`src/rtl/uart_tx_pkg.sv`:
```
// ---------------------------------------------------------------------------
// uart_tx_pkg
// Shared definitions for the uart_tx block: line-level constants, the FSM
// state encoding and a helper that sizes the bit counter.
//
// Optional feature macro: UART_TX_PARITY_EN
//   defined   -> the PARITY state exists and frames may carry a parity bit
//   undefined -> no PARITY state, every frame is start + data + stop
// ---------------------------------------------------------------------------
package uart_tx_pkg;

    localparam logic START_BIT  = 1'b0;
    localparam logic STOP_BIT   = 1'b1;
    localparam logic IDLE_LEVEL = 1'b1;

`ifdef UART_TX_PARITY_EN
    typedef enum logic [2:0] {
        IDLE   = 3'd0,
        START  = 3'd1,
        DATA   = 3'd2,
        PARITY = 3'd3,
        STOP   = 3'd4
    } tx_state_e;
`else
    typedef enum logic [2:0] {
        IDLE   = 3'd0,
        START  = 3'd1,
        DATA   = 3'd2,
        STOP   = 3'd4
    } tx_state_e;
`endif

    // Bit counter width; a 1-bit word still needs a 1-bit counter.
    function automatic int cnt_width(input int data_width);
        return (data_width > 1) ? $clog2(data_width) : 1;
    endfunction

endpackage

```
`src/rtl/uart_tx_fsm.sv`:
```
// ---------------------------------------------------------------------------
// uart_tx_fsm
// Frame sequencer for uart_tx: IDLE -> START -> DATA x DATA_WIDTH
// -> [PARITY] -> STOP -> IDLE, plus the data bit counter.
//
// The next-state and next-count values are exported so the top can register
// the serial line and busy flag from them, keeping both outputs as true flops
// aligned with the state register.
//
// Ports
//   clk        : clock, rising edge
//   rst        : synchronous active-high reset
//   load       : accept strobe (already qualified with !busy by the top)
//   par_en     : captured parity enable (only with UART_TX_PARITY_EN)
//   state_nxt  : state the FSM enters at the next edge
//   cnt_nxt    : data bit index the FSM holds after the next edge
//
// Optional feature macro: UART_TX_PARITY_EN
// ---------------------------------------------------------------------------
module uart_tx_fsm
    import uart_tx_pkg::*;
#(
    parameter int DATA_WIDTH = 8,
    parameter int CNT_W      = 3
) (
    input  logic             clk,
    input  logic             rst,
    input  logic             load,
`ifdef UART_TX_PARITY_EN
    input  logic             par_en,
`endif
    output tx_state_e        state_nxt,
    output logic [CNT_W-1:0] cnt_nxt
);

    localparam logic [CNT_W-1:0] CNT_LAST = CNT_W'(DATA_WIDTH - 1);

    tx_state_e        state_q;
    logic [CNT_W-1:0] cnt_q;

    always_ff @(posedge clk) begin
        if (rst) begin
            state_q <= IDLE;
            cnt_q   <= '0;
        end else begin
            state_q <= state_nxt;
            cnt_q   <= cnt_nxt;
        end
    end

    always_comb begin
        state_nxt = state_q;
        cnt_nxt   = cnt_q;
        case (state_q)
            IDLE: begin
                if (load) state_nxt = START;
            end
            START: begin
                // Counter cleared on the way into DATA so bit 0 goes first.
                state_nxt = DATA;
                cnt_nxt   = '0;
            end
            DATA: begin
                if (cnt_q == CNT_LAST) begin
`ifdef UART_TX_PARITY_EN
                    state_nxt = par_en ? PARITY : STOP;
`else
                    state_nxt = STOP;
`endif
                end else begin
                    cnt_nxt = cnt_q + 1'b1;
                end
            end
`ifdef UART_TX_PARITY_EN
            PARITY: state_nxt = STOP;
`endif
            STOP:    state_nxt = IDLE;
            default: state_nxt = IDLE;
        endcase
    end

endmodule

```
`src/rtl/uart_tx.sv`:
```
// ---------------------------------------------------------------------------
// uart_tx
// Serial transmitter, one bit per clock (no baud divider). Frame on the line:
// start(0), DATA_WIDTH data bits LSB first, optional parity, stop(1).
// Parity bit: XNOR-reduce of the data when PAR_TYP_TOP=0, XOR-reduce when 1.
//
// Ports
//   CLK_TOP        : clock, rising edge
//   RST_TOP        : synchronous active-high reset (aborts any frame)
//   P_DATA_TOP     : word to transmit, sampled on an accepted strobe
//   Data_Valid_TOP : load strobe, honoured only while busy_TOP=0
//   PAR_EN_TOP     : parity enable, sampled with the word
//   PAR_TYP_TOP    : parity type, sampled with the word
//   TX_OUT_TOP     : registered serial line, idles high
//   busy_TOP       : registered, high from start bit through stop bit
//
// Optional feature macro: UART_TX_PARITY_EN
//   undefined -> PAR_EN_TOP / PAR_TYP_TOP are ignored, no parity logic
// ---------------------------------------------------------------------------
module uart_tx
    import uart_tx_pkg::*;
#(
    parameter int DATA_WIDTH = 8
) (
    input  logic                  CLK_TOP,
    input  logic                  RST_TOP,
    input  logic [DATA_WIDTH-1:0] P_DATA_TOP,
    input  logic                  Data_Valid_TOP,
    input  logic                  PAR_EN_TOP,
    input  logic                  PAR_TYP_TOP,
    output logic                  TX_OUT_TOP,
    output logic                  busy_TOP
);

    localparam int CNT_W = cnt_width(DATA_WIDTH);

    logic [DATA_WIDTH-1:0] data_q;
    logic                  tx_q;
    logic                  busy_q;
    logic                  tx_nxt;
    logic                  accept;
    tx_state_e             state_nxt;
    logic [CNT_W-1:0]      cnt_nxt;

    // busy_q mirrors (state != IDLE), so it is the idle qualifier for loads.
    // Reset overrides everything below, so a strobe under reset is dropped.
    assign accept = Data_Valid_TOP && !busy_q;

`ifdef UART_TX_PARITY_EN
    logic par_en_q;
    logic par_typ_q;
    logic par_bit;

    assign par_bit = par_typ_q ? (^data_q) : (~^data_q);
`else
    logic unused_par_inputs;
    assign unused_par_inputs = PAR_EN_TOP | PAR_TYP_TOP;
`endif

    uart_tx_fsm #(
        .DATA_WIDTH (DATA_WIDTH),
        .CNT_W      (CNT_W)
    ) u_fsm (
        .clk       (CLK_TOP),
        .rst       (RST_TOP),
        .load      (accept),
`ifdef UART_TX_PARITY_EN
        .par_en    (par_en_q),
`endif
        .state_nxt (state_nxt),
        .cnt_nxt   (cnt_nxt)
    );

    // Frame parameters are frozen at acceptance; later input changes cannot
    // reach the frame in flight.
    always_ff @(posedge CLK_TOP) begin
        if (RST_TOP) begin
            data_q    <= '0;
`ifdef UART_TX_PARITY_EN
            par_en_q  <= 1'b0;
            par_typ_q <= 1'b0;
`endif
        end else if (accept) begin
            data_q    <= P_DATA_TOP;
`ifdef UART_TX_PARITY_EN
            par_en_q  <= PAR_EN_TOP;
            par_typ_q <= PAR_TYP_TOP;
`endif
        end
    end

    // Line value decoded from the state being entered, so the registered
    // output lines up with the FSM state of the same cycle. In the cycle
    // that enters DATA, data_q was captured one edge earlier (at START).
    always_comb begin
        tx_nxt = IDLE_LEVEL;
        case (state_nxt)
            IDLE:    tx_nxt = IDLE_LEVEL;
            START:   tx_nxt = START_BIT;
            DATA:    tx_nxt = data_q[cnt_nxt];
`ifdef UART_TX_PARITY_EN
            PARITY:  tx_nxt = par_bit;
`endif
            STOP:    tx_nxt = STOP_BIT;
            default: tx_nxt = IDLE_LEVEL;
        endcase
    end

    always_ff @(posedge CLK_TOP) begin
        if (RST_TOP) begin
            tx_q   <= IDLE_LEVEL;
            busy_q <= 1'b0;
        end else begin
            tx_q   <= tx_nxt;
            busy_q <= (state_nxt != IDLE);
        end
    end

    assign TX_OUT_TOP = tx_q;
    assign busy_TOP   = busy_q;

endmodule

```
`config.mk`:
```
export PLATFORM = sky130hd
export DESIGN_NAME = uart_tx
export DESIGN_NICKNAME = d
export VERILOG_FILES = /design/src/rtl/uart_tx_pkg.sv /design/src/rtl/uart_tx_fsm.sv /design/src/rtl/uart_tx.sv
export SDC_FILE = /design/constraint.sdc
export NUM_CORES = 1
export LEC_CHECK = 0
export BUFFER_PORTS_ARGS = -buffer_cell sky130_fd_sc_hd__buf_2
export CORE_MARGIN = 3
export CORE_UTILIZATION = 55
export DETAILED_ROUTE_END_ITERATION = 8
export GPL_ROUTABILITY_DRIVEN = 0
export MAX_ROUTING_LAYER = met4
export PLACE_DENSITY = 0.8
export SYNTH_ARGS = -nofsm -noshare
export SYNTH_HDL_FRONTEND = slang
export SYNTH_HIERARCHICAL = 1
export SYNTH_SLANG_ARGS = --single-unit
```
`constraint.sdc`:
```
create_clock -name CLK_TOP -period 4.6 [get_ports CLK_TOP]
set_clock_uncertainty 0.15 [all_clocks]
set_input_delay 0.92 -clock CLK_TOP [delete_from_list [all_inputs] [get_ports CLK_TOP]]
set_output_delay 0.92 -clock CLK_TOP [all_outputs]
set_load 0.005 [all_outputs]
```
==> results of run 1 <==
## synthesized netlist by cell type, drive strengths merged
cell type,number,area share [%]
a2111oi,1,1.2
a211oi,1,1.0
a21o,1,1.0
a21oi,10,6.7
a31oi,2,1.7
and2,1,0.83
and2b,1,1.3
and3,1,0.83
buf,1,1.0
clkbuf,2,1.0
dfxtp,16,43
ha,1,1.7
inv,3,1.5
mux2,1,1.5
mux4,1,3.5
nand2,18,9.0
nand2b,4,3.3
nand3,5,3.3
nand4,1,0.83
nor2,2,2.0
nor2b,2,1.7
nor3,4,2.7
nor3b,1,1.0
nor4,1,0.83
o211ai,1,1.0
o21ai,3,2.0
o22ai,1,0.83
o41ai,1,2.2
or2b,1,1.0
xnor2,1,1.2
## metal layers
layer / vias up / track usage [%] / wire length [um]
met1: 304 / 22.9 / 675
met3: 2 / 6.36 / 84
met4: 0 / 3.61 / 8
li1: 346 / - / -
met5: - / - / 0
met2: 21 / 28.4 / 625
## where the power goes
group	leakage [nW]	switching, mW	internal, mW	total (mW)
sequential	0.131	0.00630	0.148	0.155
combinational	0.186	0.0252	0.0228	0.0480
clock	0.0138	0.0391	0.0303	0.0694
total	0.331	0.0706	0.201	0.272
## sequential cells by signal, indices dropped and copies added (netlist names)
name,cells
data_q,8
u_fsm/cnt_q,3
u_fsm/state_q,3
TX_OUT_TOP,1
busy_TOP,1
## worst max-delay path, stage by stage, from the launching register on
cell,delay (ns)
sky130_fd_sc_hd__dfxtp_1,0.38
sky130_fd_sc_hd__ha_1,0.20
sky130_fd_sc_hd__nand2_1,0.15
sky130_fd_sc_hd__a21o_1,0.22
sky130_fd_sc_hd__nand3_1,0.17
sky130_fd_sc_hd__mux4_1,0.57
sky130_fd_sc_hd__nor2b_1,0.16
sky130_fd_sc_hd__o41ai_2,0.09
## path summary, 6_finish.rpt
check	slack, ns	depth (start not counted)	to
worst min register to register	0.31	2	data_q[5]$_SDFFE_PP0P_
worst max register to register	2.40	7	TX_OUT_TOP$_SDFF_PP1_
worst min-delay path	0.31	2	data_q[5]$_SDFFE_PP0P_
worst max-delay path	2.40	7	TX_OUT_TOP$_SDFF_PP1_
## metrics by stage
step	hold WS, ns	power (mW)	instance area [um2]	worst slack [ns]
finish	0.310	0.272	837	2.40
global route	0.339	0.287	837	2.27
CTS	0.309	0.275	837	2.40
detailed placement	0.297	0.206	815	2.20
global placement	0.291	0.204	815	2.22
floorplan	0.282	0.192	752	2.38
## logic make-up (layout without fill, tap and decap cells)
family	count (synthesis)	count (layout)	synth area share [%]
buffers and inverters	6	18	3.49
AND/OR/NAND/NOR	42	42	28.6
adder cells (fa/ha/maj)	1	1	1.66
flip-flops	16	16	42.6
XOR/XNOR	1	1	1.16
multiplexers	2	2	4.99
AO/OA/AOI/OAI	21	21	17.5
## layout make-up
| cell class | instances | area (um2) | share of cell area, % |
|---|---|---|---|
| multi-input combinational | 67 | 405 | 48.4 |
| sequential | 16 | 320 | 38.3 |
| timing repair buffer | 12 | 60.1 | 7.17 |
| clock buffer | 3 | 22.5 | 2.69 |
| tap | 14 | 17.5 | 2.09 |
| inverter | 3 | 11.3 | 1.35 |
==> impl_metrics.env, run 1 <==
export IMPL_status="completed"
export IMPL_layout_commonest_cell="sky130_fd_sc_hd__nand2_1"
export IMPL_clock_sinks=16
export IMPL_detail_route_vias_per_cell=5.85
export IMPL_cts_root_to_sink_buffers=2
export IMPL_clock_root_buffer="sky130_fd_sc_hd__clkbuf_4"
export IMPL_setup_worst_path_start="u_fsm/cnt_q[0]$_SDFF_PP0_"
export IMPL_worstMarginPinSlew_ns=0.517
export IMPL_global_route_wire_length_before_repair_um=2530
export IMPL_floorplan_initialDensity_pct=63.4
export IMPL_gr_total_overflow=0
export IMPL_cts_post_setup_buffers_inserted=0
export IMPL_synth_net_count=103
export IMPL_port_buffers=12
export IMPL_start_of_the_worst_register_to_register_path="u_fsm/cnt_q[0]$_SDFF_PP0_"
export IMPL_layout_common_cells="sky130_fd_sc_hd__nand2_1, sky130_fd_sc_hd__dfxtp_1, sky130_fd_sc_hd__buf_2, sky130_fd_sc_hd__a21oi_1, sky130_fd_sc_hd__nand3_1"
export IMPL_final_period_utilization_pct=47.8
export IMPL_timing_final_hold_violations=0
export IMPL_antennaDiodeCount=0
export IMPL_synthToLayoutAreaGrowth_pct=11.3
export IMPL_synth_sequential_area_ratio_pct=42.6
export IMPL_final_max_slew_viol_count=0
export IMPL_design_portCount=15
export IMPL_cts_tree="built"
export IMPL_finalWorstPathRequiredPeriod_ns=2.20
export IMPL_drt_pass1_iterations=4
export IMPL_grt_max_degree=18
export IMPL_placed_cells=112
export IMPL_timing_max_cap_violations=0
export IMPL_detail_route_drc_violations=0
export IMPL_ir_worst_vdd_mv=0.205
export IMPL_setup_worst_path_class="reg -> reg"
export IMPL_cts_buffers_inserted=3
export IMPL_worst_ep_arrival_time_ns=2.21
export IMPL_critical_path_endpoint_type="flip-flop"
export IMPL_syn_mean_instance_area_um2=8.45
export IMPL_timing_critical_path_fanout_max=6
export IMPL_setup_violations_final=0
export IMPL_min_delay_start="data_q[5]$_SDFFE_PP0P_"
export IMPL_grt_util_all_layers_pct=18.2
export IMPL_cts_hold_buffers=0
export IMPL_clock_fmax_mhz=455
export IMPL_grt_pass1_vias=594
export IMPL_cts_repair_resize_count=0
export IMPL_die_h_um=43.0
export IMPL_dp_final_hpwl_um=1070
export IMPL_cellLeakagePower_nw=0.331
export IMPL_netlist_cell_type_count=33
export IMPL_area_of_the_core_region_um2=1190
export IMPL_timing_setup_tns_ns=0
export IMPL_drt_first_iter_violations=11
export IMPL_worst_slew_margin_rel_pct=64.6
export IMPL_fillCellCount=110
export IMPL_final_net_count=117
export IMPL_post_synth_inst_count=89
export IMPL_grt_setup_unrepaired="false"
export IMPL_die_area_um2=1850
export IMPL_finalNonFillerCells=115
export IMPL_placement_rows=12
export IMPL_vias=673
export IMPL_antenna_left=0
export IMPL_syn_area_um2=752
export IMPL_number_of_antenna_violations_at_the_first_check_in_global_routing=0
export IMPL_required_ns=4.61
export IMPL_cts_reportedPaths_clkPinSlew_ns=0.08
export IMPL_clock_insertion_delay_worst_skew_ns=0.28
export IMPL_wl_per_cell_um=12.1
export IMPL_htree_levels=1
export IMPL_critical_path_startpoint_category="flip-flop"
export IMPL_holdCritPathClass="reg -> reg"
export IMPL_die_w_um=43.0
export IMPL_fin_util_pct=70.6
export IMPL_drive_above_1_share_pct=19.8
export IMPL_ys_seq_elements=16
export IMPL_postRouteWirelength_um=1400
export IMPL_power_density_cell_area_nw_per_um2=325
export IMPL_synthesis_yosys_warnings=6
Power figures use the tool's default switching activity.
==> run 2, diff against run 1 <==
--- a/config.mk
+++ b/config.mk
@@ -7,11 +7,11 @@
 export LEC_CHECK = 0
 export BUFFER_PORTS_ARGS = -buffer_cell sky130_fd_sc_hd__buf_2
 export CORE_MARGIN = 3
-export CORE_UTILIZATION = 55
+export CORE_UTILIZATION = 51
 export DETAILED_ROUTE_END_ITERATION = 8
 export GPL_ROUTABILITY_DRIVEN = 0
 export MAX_ROUTING_LAYER = met4
-export PLACE_DENSITY = 0.8
+export PLACE_DENSITY = 0.75
 export SYNTH_ARGS = -nofsm -noshare
 export SYNTH_HDL_FRONTEND = slang
 export SYNTH_HIERARCHICAL = 1
==> constraint.sdc (replaced) <==
create_clock -name CLK_TOP -period 2.2 [get_ports CLK_TOP]
set_clock_uncertainty 0.15 [all_clocks]
set_input_delay 0.44 -clock CLK_TOP [delete_from_list [all_inputs] [get_ports CLK_TOP]]
set_output_delay 0.44 -clock CLK_TOP [all_outputs]
set_load 0.005 [all_outputs]
==> impl_metrics.env, run 2 (same netlist as run 1, synthesis figures left out) <==
export IMPL_dp_final_hpwl_um=1110
export IMPL_wl_per_cell_um=12.3
export IMPL_gr_total_overflow=0
export IMPL_min_delay_path_depth=3
export IMPL_cts_buffers_inserted=3
export IMPL_global_route_wire_length_before_repair_um=2720
export IMPL_grt_pass1_vias=623
export IMPL_timing_critical_path_fanout_max=4
export IMPL_holdCritPathClass="in -> reg"
export IMPL_worst_ep_arrival_time_ns=2.06
export IMPL_detail_route_vias_per_cell=5.55
export IMPL_drt_first_iter_violations=10
export IMPL_cp_slowest_cell="sky130_fd_sc_hd__mux4_1"
export IMPL_grt_max_degree=18
export IMPL_detail_route_drc_violations=0
export IMPL_power_density_cell_area_nw_per_um2=664
export IMPL_cellLeakagePower_nw=0.352
export IMPL_critical_path_startpoint_category="flip-flop"
export IMPL_total_buffers_and_inverters_traversed_by_the_critical_path=0
export IMPL_holdWs_ns=0.240
export IMPL_critical_path_endpoint_type="flip-flop"
export IMPL_ir_worst_vdd_mv=0.340
export IMPL_critical_path_top_delay_family="multiplexers"
export IMPL_required_ns=2.21
export IMPL_final_net_count=120
export IMPL_worst_slew_margin_rel_pct=65.4
export IMPL_synthToLayoutAreaGrowth_pct=15.3
export IMPL_timing_max_cap_violations=0
export IMPL_die_w_um=44.4
export IMPL_die_area_um2=1970
export IMPL_clock_insertion_delay_worst_skew_ns=0.28
export IMPL_final_max_slew_viol_count=0
export IMPL_antennaDiodeCount=0
export IMPL_reg_largest_list="data_q (8), u_fsm/cnt_q (3), u_fsm/state_q (3)"
export IMPL_worstMarginPinSlew_ns=0.506
export IMPL_largest_register_ff_count=8
export IMPL_design_portCount=15
export IMPL_vias=660
export IMPL_postRouteWirelength_um=1460
export IMPL_number_of_antenna_violations_at_the_first_check_in_global_routing=0
export IMPL_layout_common_cells="sky130_fd_sc_hd__nand2_1, sky130_fd_sc_hd__dfxtp_1, sky130_fd_sc_hd__buf_2, sky130_fd_sc_hd__a21oi_1"
export IMPL_clock_root_buffer="sky130_fd_sc_hd__clkbuf_4"
export IMPL_floorplan_initialDensity_pct=55.7
export IMPL_antenna_left=0
export IMPL_cpPeakStageDelay_ns=0.55
export IMPL_grt_util_all_layers_pct=19.6
export IMPL_cts_post_setup_buffers_inserted=0
export IMPL_worst_r2r_path_depth=7
export IMPL_die_h_um=44.4
export IMPL_cts_reportedPaths_clkPinSlew_ns=0.09
export IMPL_htree_levels=1
export IMPL_path_depth=7
export IMPL_drive_above_1_share_pct=24.0
export IMPL_setup_violations_final=0
export IMPL_final_period_utilization_pct=93.2
export IMPL_placement_rows=13
export IMPL_status="completed"
export IMPL_largest_register="data_q"
export IMPL_crit_path_cell_trace="ha_1 -> nand2_1 -> a21o_1 -> nand3_2 -> mux4_1 -> nor2b_1 -> o41ai_2"
export IMPL_area_of_the_core_region_um2=1350
export IMPL_drt_pass1_iterations=4
export IMPL_timing_final_hold_violations=0
export IMPL_layout_commonest_cell="sky130_fd_sc_hd__nand2_1"
export IMPL_cts_repair_resize_count=0
export IMPL_cts_root_to_sink_buffers=2
export IMPL_port_buffers=12
export IMPL_clock_fmax_mhz=488
export IMPL_fillCellCount=135
export IMPL_grt_setup_unrepaired="false"
export IMPL_clock_sinks=16
export IMPL_cts_tree="built"
export IMPL_cts_hold_buffers=0
export IMPL_setup_worst_path_class="reg -> reg"
export IMPL_timing_setup_tns_ns=0
export IMPL_finalWorstPathRequiredPeriod_ns=2.05
[run 2: changes by cell type in the layout (fill, tap and decap cells not counted), sizes merged]
cell  before  now
buf       12   15
[run 2: layout make-up]
cell class              count  area, um2  share of cell area [%]
repair buffers             15       82.6                    9.52
clock buffers               3       22.5                    2.60
multi-input cells          67        410                    47.3
flip-flops and latches     16        322                    37.1
inverters                   3       11.3                    1.30
well taps                  15       18.8                    2.16
[run 2: stage by stage]
stage	area [um2]	power [mW]	cells	util (%)	setup WS [ns]
floorplan	752	0.401	89	-	0.193
global placement	838	0.431	116	62.1	0.123
detailed placement	838	0.434	116	62.1	0.0758
CTS	861	0.583	119	63.8	0.0661
finish	867	0.576	119	64.2	0.150
global route	867	0.614	119	64.2	0.0474
[run 2: tightest hold or removal path, cell delays in order]
cell	delay, ns
sky130_fd_sc_hd__buf_2	0.09
sky130_fd_sc_hd__nand2_1	0.04
sky130_fd_sc_hd__a21oi_1	0.05
[run 2: final timing paths]
check / slack [ns] / end / from
setup reg to reg: 0.15 / TX_OUT_TOP$_SDFF_PP1_ / u_fsm/cnt_q[1]$_SDFF_PP0_
setup / recovery: 0.15 / TX_OUT_TOP$_SDFF_PP1_ / u_fsm/cnt_q[1]$_SDFF_PP0_
hold reg to reg: 0.30 / data_q[5]$_SDFFE_PP0P_ / data_q[5]$_SDFFE_PP0P_
hold / removal: 0.24 / data_q[5]$_SDFFE_PP0P_ / P_DATA_TOP[5]
[run 2: per-layer routing]
layer	share of wire [%]	vias to the layer above	wire (um)	global-route usage [%]
met5	0	-	0	-
met4	0.89	0	13	10.8
met3	4.6	2	67	4.88
met2	47	14	690	28.8
met1	47	297	692	24.4
li1	-	347	-	-
[run 2: power by group]
part	switching (mW)	internal (mW)
registers	0.0138	0.310
clock network	0.0842	0.0634
logic	0.0538	0.0505
